--- src/rtl/lw_cipher_core_if.sv ---
`default_nettype none
// ============================================================================
//  Module   : lw_cipher_core_if
//  Brief    : Input/output handshake bundle of the lightweight cipher core.
//  Revision : 1.0 - initial release
// ============================================================================
interface lw_cipher_core_if #(
    parameter int DATA_W = 128
);
    logic              in_valid;
    logic              in_ready;
    logic [DATA_W-1:0] data_in;
    logic [DATA_W-1:0] key;
    logic              enc_dec;
    logic              out_valid;
    logic              out_ready;
    logic [DATA_W-1:0] data_out;
    logic              busy;

    modport master (
        output in_valid, data_in, key, enc_dec, out_ready,
        input  in_ready, out_valid, data_out, busy
    );

    modport slave (
        input  in_valid, data_in, key, enc_dec, out_ready,
        output in_ready, out_valid, data_out, busy
    );
endinterface
`default_nettype wire

--- src/rtl/lw_cipher_core.sv ---
`default_nettype none
// ============================================================================
//  Module   : lw_cipher_core
//  Brief    : Iterative XOR/rotate block cipher, one round per clock.
//  Revision : 1.0 - initial release
// ============================================================================
module lw_cipher_core #(
    parameter int DATA_W = 128,
    parameter int ROUNDS = 10,
    parameter int ROT    = 8
) (
    input  logic            clk,
    input  logic            rst,
    lw_cipher_core_if.slave cif
);
    localparam logic [1:0] c_idle   = 2'd0;
    localparam logic [1:0] c_keyx   = 2'd1;
    localparam logic [1:0] c_round  = 2'd2;
    localparam logic [1:0] c_done   = 2'd3;
    localparam logic [7:0] c_rounds = 8'(ROUNDS);
    localparam logic [7:0] c_last   = 8'(ROUNDS - 1);

    logic [1:0]        r_state;
    logic [7:0]        r_cnt;
    logic [DATA_W-1:0] r_s;
    logic [DATA_W-1:0] r_key;
    logic              r_enc;
    logic              r_in_ready;
    logic              r_out_valid;
    logic              r_busy;
    logic [DATA_W-1:0] r_data_out;

    logic [7:0]        w_dec_idx;
    logic [DATA_W-1:0] w_cnt_ext;
    logic [DATA_W-1:0] w_dec_ext;
    logic [DATA_W-1:0] w_key_fwd;
    logic [DATA_W-1:0] w_key_bwd_x;
    logic [DATA_W-1:0] w_key_bwd;
    logic [DATA_W-1:0] w_enc_x;
    logic [DATA_W-1:0] w_enc_s;
    logic [DATA_W-1:0] w_dec_s;

    assign w_dec_idx   = c_last - r_cnt;
    assign w_cnt_ext   = {{(DATA_W-8){1'b0}}, r_cnt};
    assign w_dec_ext   = {{(DATA_W-8){1'b0}}, w_dec_idx};

    // Forward schedule serves both KEYX and encrypt; decrypt walks it backwards
    // from k(ROUNDS) so only one key register is ever needed.
    assign w_key_fwd   = {r_key[DATA_W-2:0], r_key[DATA_W-1]} ^ w_cnt_ext;
    assign w_key_bwd_x = r_key ^ w_dec_ext;
    assign w_key_bwd   = {w_key_bwd_x[0], w_key_bwd_x[DATA_W-1:1]};

    assign w_enc_x     = r_s ^ r_key;
    assign w_enc_s     = {w_enc_x[DATA_W-1-ROT:0], w_enc_x[DATA_W-1 -: ROT]};
    assign w_dec_s     = {r_s[ROT-1:0], r_s[DATA_W-1:ROT]} ^ w_key_bwd;

    assign cif.in_ready  = r_in_ready;
    assign cif.out_valid = r_out_valid;
    assign cif.busy      = r_busy;
    assign cif.data_out  = r_data_out;

    always_ff @(posedge clk) begin
        if (rst) begin
            r_state     <= c_idle;
            r_cnt       <= '0;
            r_s         <= '0;
            r_key       <= '0;
            r_enc       <= 1'b0;
            r_in_ready  <= 1'b1;
            r_out_valid <= 1'b0;
            r_busy      <= 1'b0;
            r_data_out  <= '0;
        end else begin
            case (r_state)
                c_idle: begin
                    if (cif.in_valid) begin
                        r_s        <= cif.data_in;
                        r_key      <= cif.key;
                        r_enc      <= cif.enc_dec;
                        r_cnt      <= '0;
                        r_in_ready <= 1'b0;
                        r_busy     <= 1'b1;
                        r_state    <= cif.enc_dec ? c_round : c_keyx;
                    end
                end
                c_keyx: begin
                    r_key <= w_key_fwd;
                    if (r_cnt == c_last) begin
                        r_cnt   <= '0;
                        r_state <= c_round;
                    end else begin
                        r_cnt <= r_cnt + 8'd1;
                    end
                end
                c_round: begin
                    // Count reaching ROUNDS is the write-back cycle into data_out.
                    if (r_cnt == c_rounds) begin
                        r_data_out  <= r_s;
                        r_out_valid <= 1'b1;
                        r_cnt       <= '0;
                        r_state     <= c_done;
                    end else begin
                        r_s   <= r_enc ? w_enc_s : w_dec_s;
                        r_key <= r_enc ? w_key_fwd : w_key_bwd;
                        r_cnt <= r_cnt + 8'd1;
                    end
                end
                c_done: begin
                    if (cif.out_ready) begin
                        r_out_valid <= 1'b0;
                        r_busy      <= 1'b0;
                        r_in_ready  <= 1'b1;
                        r_state     <= c_idle;
                    end
                end
                default: r_state <= c_idle;
            endcase
        end
    end
endmodule
`default_nettype wire

--- src/flat_wrapper.sv ---
// flat-port wrapper written by rule: the top's interface ports become plain ports
module lw_cipher_core_flat 
#(
    parameter int DATA_W = 128,
    parameter int ROUNDS = 10,
    parameter int ROT    = 8
)
  (clk, rst, cif_in_valid, cif_data_in, cif_key, cif_enc_dec, cif_out_ready, cif_in_ready, cif_out_valid, cif_data_out, cif_busy);
  lw_cipher_core_if #(.DATA_W(DATA_W)) cif_i ();
  input  logic clk;
  input  logic rst;
  input wire logic [$bits(cif_i.in_valid)-1:0] cif_in_valid;
  input wire logic [$bits(cif_i.data_in)-1:0] cif_data_in;
  input wire logic [$bits(cif_i.key)-1:0] cif_key;
  input wire logic [$bits(cif_i.enc_dec)-1:0] cif_enc_dec;
  input wire logic [$bits(cif_i.out_ready)-1:0] cif_out_ready;
  output wire logic [$bits(cif_i.in_ready)-1:0] cif_in_ready;
  output wire logic [$bits(cif_i.out_valid)-1:0] cif_out_valid;
  output wire logic [$bits(cif_i.data_out)-1:0] cif_data_out;
  output wire logic [$bits(cif_i.busy)-1:0] cif_busy;
  assign cif_i.in_valid = cif_in_valid;
  assign cif_i.data_in = cif_data_in;
  assign cif_i.key = cif_key;
  assign cif_i.enc_dec = cif_enc_dec;
  assign cif_i.out_ready = cif_out_ready;
  assign cif_in_ready = cif_i.in_ready;
  assign cif_out_valid = cif_i.out_valid;
  assign cif_data_out = cif_i.data_out;
  assign cif_busy = cif_i.busy;
  lw_cipher_core #(.DATA_W(DATA_W), .ROUNDS(ROUNDS), .ROT(ROT)) u_core (.clk(clk), .rst(rst), .cif(cif_i));
endmodule
--- config.mk ---
export PLATFORM = sky130hd
export DESIGN_NAME = lw_cipher_core_flat
export DESIGN_NICKNAME = d
export VERILOG_FILES = /design/src/rtl/lw_cipher_core_if.sv /design/src/rtl/lw_cipher_core.sv /design/src/flat_wrapper.sv
export SDC_FILE = /design/constraint.sdc
export NUM_CORES = 1
export LEC_CHECK = 0
export CORE_ASPECT_RATIO = 1.25
export CORE_MARGIN = 4
export CORE_UTILIZATION = 38
export DETAILED_ROUTE_END_ITERATION = 10
export HOLD_SLACK_MARGIN = 0.1
export PLACE_DENSITY_LB_ADDON = 0.12
export SETUP_SLACK_MARGIN = 0.1
export SLEW_MARGIN = 20
export SYNTH_ARGS = -nofsm -noshare
export SYNTH_HDL_FRONTEND = slang
export SYNTH_SLANG_ARGS = --single-unit
export TNS_END_PERCENT = 100
--- constraint.sdc ---
create_clock -name clk -period 3.18 [get_ports clk]
set_clock_uncertainty 0.15 [all_clocks]
set_input_delay 0.477 -clock clk [delete_from_list [all_inputs] [get_ports clk]]
set_output_delay 0.477 -clock clk [all_outputs]
set_load 0.005 [all_outputs]
==> results.sh <==
export IMPL_area_delta_synth_final_pct=27.3
export IMPL_cts_resized=0
export IMPL_cp_num_cells=8
export IMPL_worstSetupPathType="reg -> reg"
export IMPL_cts_inserted_buffers=45
export IMPL_grt_pass1_wl_mm=122
export IMPL_max_freq_mhz=377
export IMPL_setup_viol=0
export IMPL_io_pins=392
export IMPL_viasPerCell=5.59
export IMPL_wl_per_cell_um=21.3
export IMPL_grtUsageTotal=0.246
export IMPL_ff2ff_setup_slack_ps=530
export IMPL_finalNetCount=3211
export IMPL_crit_required_ps=3540
export IMPL_fin_crit_sh=0.834
export IMPL_via_count=20800
export IMPL_htree_num_levels=2
export IMPL_clockRootBuffer="clkbuf_16"
export IMPL_worstPathCellList="inv_1 > ha_4 > nor2b_4 > buf_4 > a22oi_1 > a2111oi_0 > a21oi_1 > nor2_1"
export IMPL_slew_headroom=0.311
export IMPL_rows=97
export IMPL_startpoint="u_core.r_state[0]$_SDFFE_PP0P_"
export IMPL_gr_max_usage_layer="met2"
export IMPL_clk_path_buf_depth=3
export IMPL_die_h_um=275
export IMPL_p_switching_uw=12100
export IMPL_synthesis_nets=2972
export IMPL_clock_sinks=398
export IMPL_ys_seq_area_frac=0.366
export IMPL_post_cts_buffers=0
export IMPL_grt_use_met2=0.418
export IMPL_avgSynthCellArea_um2=8.05
export IMPL_hold_viol=0
export IMPL_clk_insertion_delay_late_ps=590
export IMPL_timing_critical_path_to="u_core.r_key[52]$_SDFFE_PP0P_"
export IMPL_leakagePower_uw=0.00952
export IMPL_cts_tree="yes"
export IMPL_use_met3=0.0395
export IMPL_cp_top_family="buffers and inverters"
export IMPL_drv_slew=0
export IMPL_dr_pass1_iters=5
export IMPL_ant_nets=0
export IMPL_fin_crit_ps=2650
export IMPL_r2r_end="u_core.r_key[52]$_SDFFE_PP0P_"
export IMPL_power_density_nw_per_um2=988
export IMPL_synth_area_top_cells="dfxtp_1, nand2_1, nor2_1"
export IMPL_drv_cap=0
export IMPL_cp_arrival_ps=3010
export IMPL_initial_utilization=0.386
export IMPL_status="finished clean"
export IMPL_critPathLaunchType="flip-flop"
export IMPL_dp_hpwl_mm=55.6
export IMPL_synthesis_area_um2=21800
export IMPL_finalPower_uw=27400
export IMPL_crit_fanout=54
export IMPL_cpPeakStageDelay_ps=540
export IMPL_coreArea_um2=56300
export IMPL_drt_iter0_drc=1746
export IMPL_grt_overflow_total=0
export IMPL_port_buffers=391
export IMPL_fillers=5528
export IMPL_grt_met1_usage=0.318
export IMPL_synthFlopType="dfxtp_1"
export IMPL_synth_area_leader_cell="dfxtp_1"
export IMPL_grt_max_degree=210
export IMPL_synth_seq_cells=398
export IMPL_drive_above_1_share=0.0692
export IMPL_power_internal_uw=15300
export IMPL_rsz0062_at_grt="false"
export IMPL_synth_edf_count=0
export IMPL_p_clk_frac=0.195
export IMPL_grt_pass1_vias=20200
export IMPL_r2r_cells=8
export IMPL_crit_path_end_kind="flip-flop"
export IMPL_grt_antenna_before_repair=2
export IMPL_yosys_cell_types_count=50
export IMPL_critPathBufInv=2
export IMPL_tightestPinTransition_ps=1030
export IMPL_combPwrFrac=0.442
export IMPL_drt_wl_total_mm=79.2
export IMPL_die_area_um2=61200
export IMPL_synth_top_area_share=0.366
export IMPL_reg2reg_from="u_core.r_state[0]$_SDFFE_PP0P_"
export IMPL_gp_congestion=0.883
export IMPL_drc=0
export IMPL_syn_inst=2703
export IMPL_hp_class="in -> reg"
export IMPL_sw_frac_of_total=0.443
export IMPL_worst_path_max_delay_cell="buf_4"
export IMPL_cts_hold_buf=0
export IMPL_yosysWarnings=0
export IMPL_pwr_share_seq=0.363
export IMPL_peakVddDrop_v=0.000567
export IMPL_dieWidth_um=222
export IMPL_cts_clk_slew_worst_paths_ps=60
export IMPL_tns_ps=0
export IMPL_async_flop_share=0
## worst register-to-register path: stages, from the launching register on
cell and delay, ps:
dfxtp_1 330, inv_1 180, ha_4 310, nor2b_4 230, buf_4 540, a22oi_1 180, a2111oi_0 500, a21oi_1 80
nor2_1 100
## layer usage
layer,vias up,wire (um)
met3,149,4570
li1,9949,-
met4,2,2980
met2,741,38100
met5,-,13
met1,9943,33600
## synthesized netlist by cell type (all sizes together) (2+ instances only)
library cell	instances
nand2	425
dfxtp	398
nor2	367
a21oi	271
xnor2	138
xor2	135
o21ai	134
buf	127
a211oi	126
clkbuf	126
a22oi	124
mux2i	121
a2111oi	114
o211ai	14
nand3	11
ha	8
inv	8
nor3	8
a31oi	6
or3	5
a311oi	3
nand4	3
nor2b	3
o211a	3
a21o	2
nand2b	2
nor4	2
o21a	2
o311ai	2
or2	2
xnor3	2
## per-stage QoR
stage / instances / area, um2 / hold slack [ps] / utilization / setup slack, ps
finish: 3721 / 27700 / 197 / 0.492 / 528
global route: 3721 / 27700 / 210 / 0.492 / 260
CTS: 3720 / 27700 / 190 / 0.492 / 543
detailed placement: 3637 / 26200 / 296 / 0.465 / 302
global placement: 3637 / 26200 / 294 / 0.465 / 385
floorplan: 2703 / 21800 / 303 / - / 962
## final cells by class
class	count	area [um2]	area share
clock inverters	15	160	0.00578
well taps	742	928	0.0335
flip-flops and latches	398	7970	0.288
diodes	1	2.50	0.0000903
inverters	8	30.0	0.00108
repair buffers	445	4660	0.168
multi-input cells	2044	12600	0.455
clock buffers	68	1340	0.0482
## how the worst min path moves through the flow
stage | startpoint | to | slack (ps) | cells past startpoint
final | rst | u_core.r_key[97]$_SDFFE_PP0P_ | 200 | 2
after global routing | rst | u_core.r_key[94]$_SDFFE_PP0P_ | 210 | 2
after detailed placement | u_core.cif.data_out[108]$_SDFFE_PP0P_ | u_core.cif.data_out[108]$_SDFFE_PP0P_ | 300 | 2
after CTS | rst | u_core.r_key[97]$_SDFFE_PP0P_ | 190 | 2
after floorplan | u_core.cif.data_out[0]$_SDFFE_PP0P_ | u_core.cif.data_out[0]$_SDFFE_PP0P_ | 300 | 2
after global placement | u_core.cif.data_out[71]$_SDFFE_PP0P_ | u_core.cif.data_out[71]$_SDFFE_PP0P_ | 290 | 2
## state kept, by name, indices dropped and copies added, names as in the netlist
signal and flops:
u_core.cif.busy 1, u_core.cif.data_out 128, u_core.cif.in_ready 1, u_core.cif.out_valid 1, u_core.r_cnt 8, u_core.r_enc 1, u_core.r_key 128, u_core.r_s 128
u_core.r_state 2
## power by group through the flow
stage / registers (uW) / logic [uW] / clock network (uW)
floorplan: 8730 / 9110 / 0
CTS: 9870 / 12100 / 5460
global route: 10100 / 13300 / 5650
detailed placement: 9980 / 12000 / 0
finish: 9940 / 12100 / 5340
global placement: 9930 / 11800 / 0
## cell usage in the layout, fill, tap and decap left out, drive strengths merged, types with 8 or more instances in the layout
master         netlist  routed
clkinv               0       8
nor2               367     367
a2111oi            114     114
a22oi              124     124
clkdlybuf4s50        0     390
o211ai              14      14
xor2               135     135
clkbuf             126      68
mux2i              121     121
xnor2              138     138
nand2              425     425
a211oi             126     126
ha                   8       8
o21ai              134     134
a21oi              271     271
buf                127      55
nor3                 8       8
dfxtp              398     398
inv                  8      10
nand3               11      11
## kinds of logic (layout without fill, tap and decap cells)
kind of cell | count (synthesis) | count (layout) | synth area share
simple gates | 833 | 833 | 0.150
compound gates | 807 | 807 | 0.254
flops | 398 | 398 | 0.366
xor+xnor | 275 | 275 | 0.112
buf+inv | 261 | 536 | 0.0575
mux | 121 | 121 | 0.0557
fa+ha+maj | 8 | 8 | 0.00460
other cells | 0 | 1 | 0
Power figures use the tool's default switching activity.
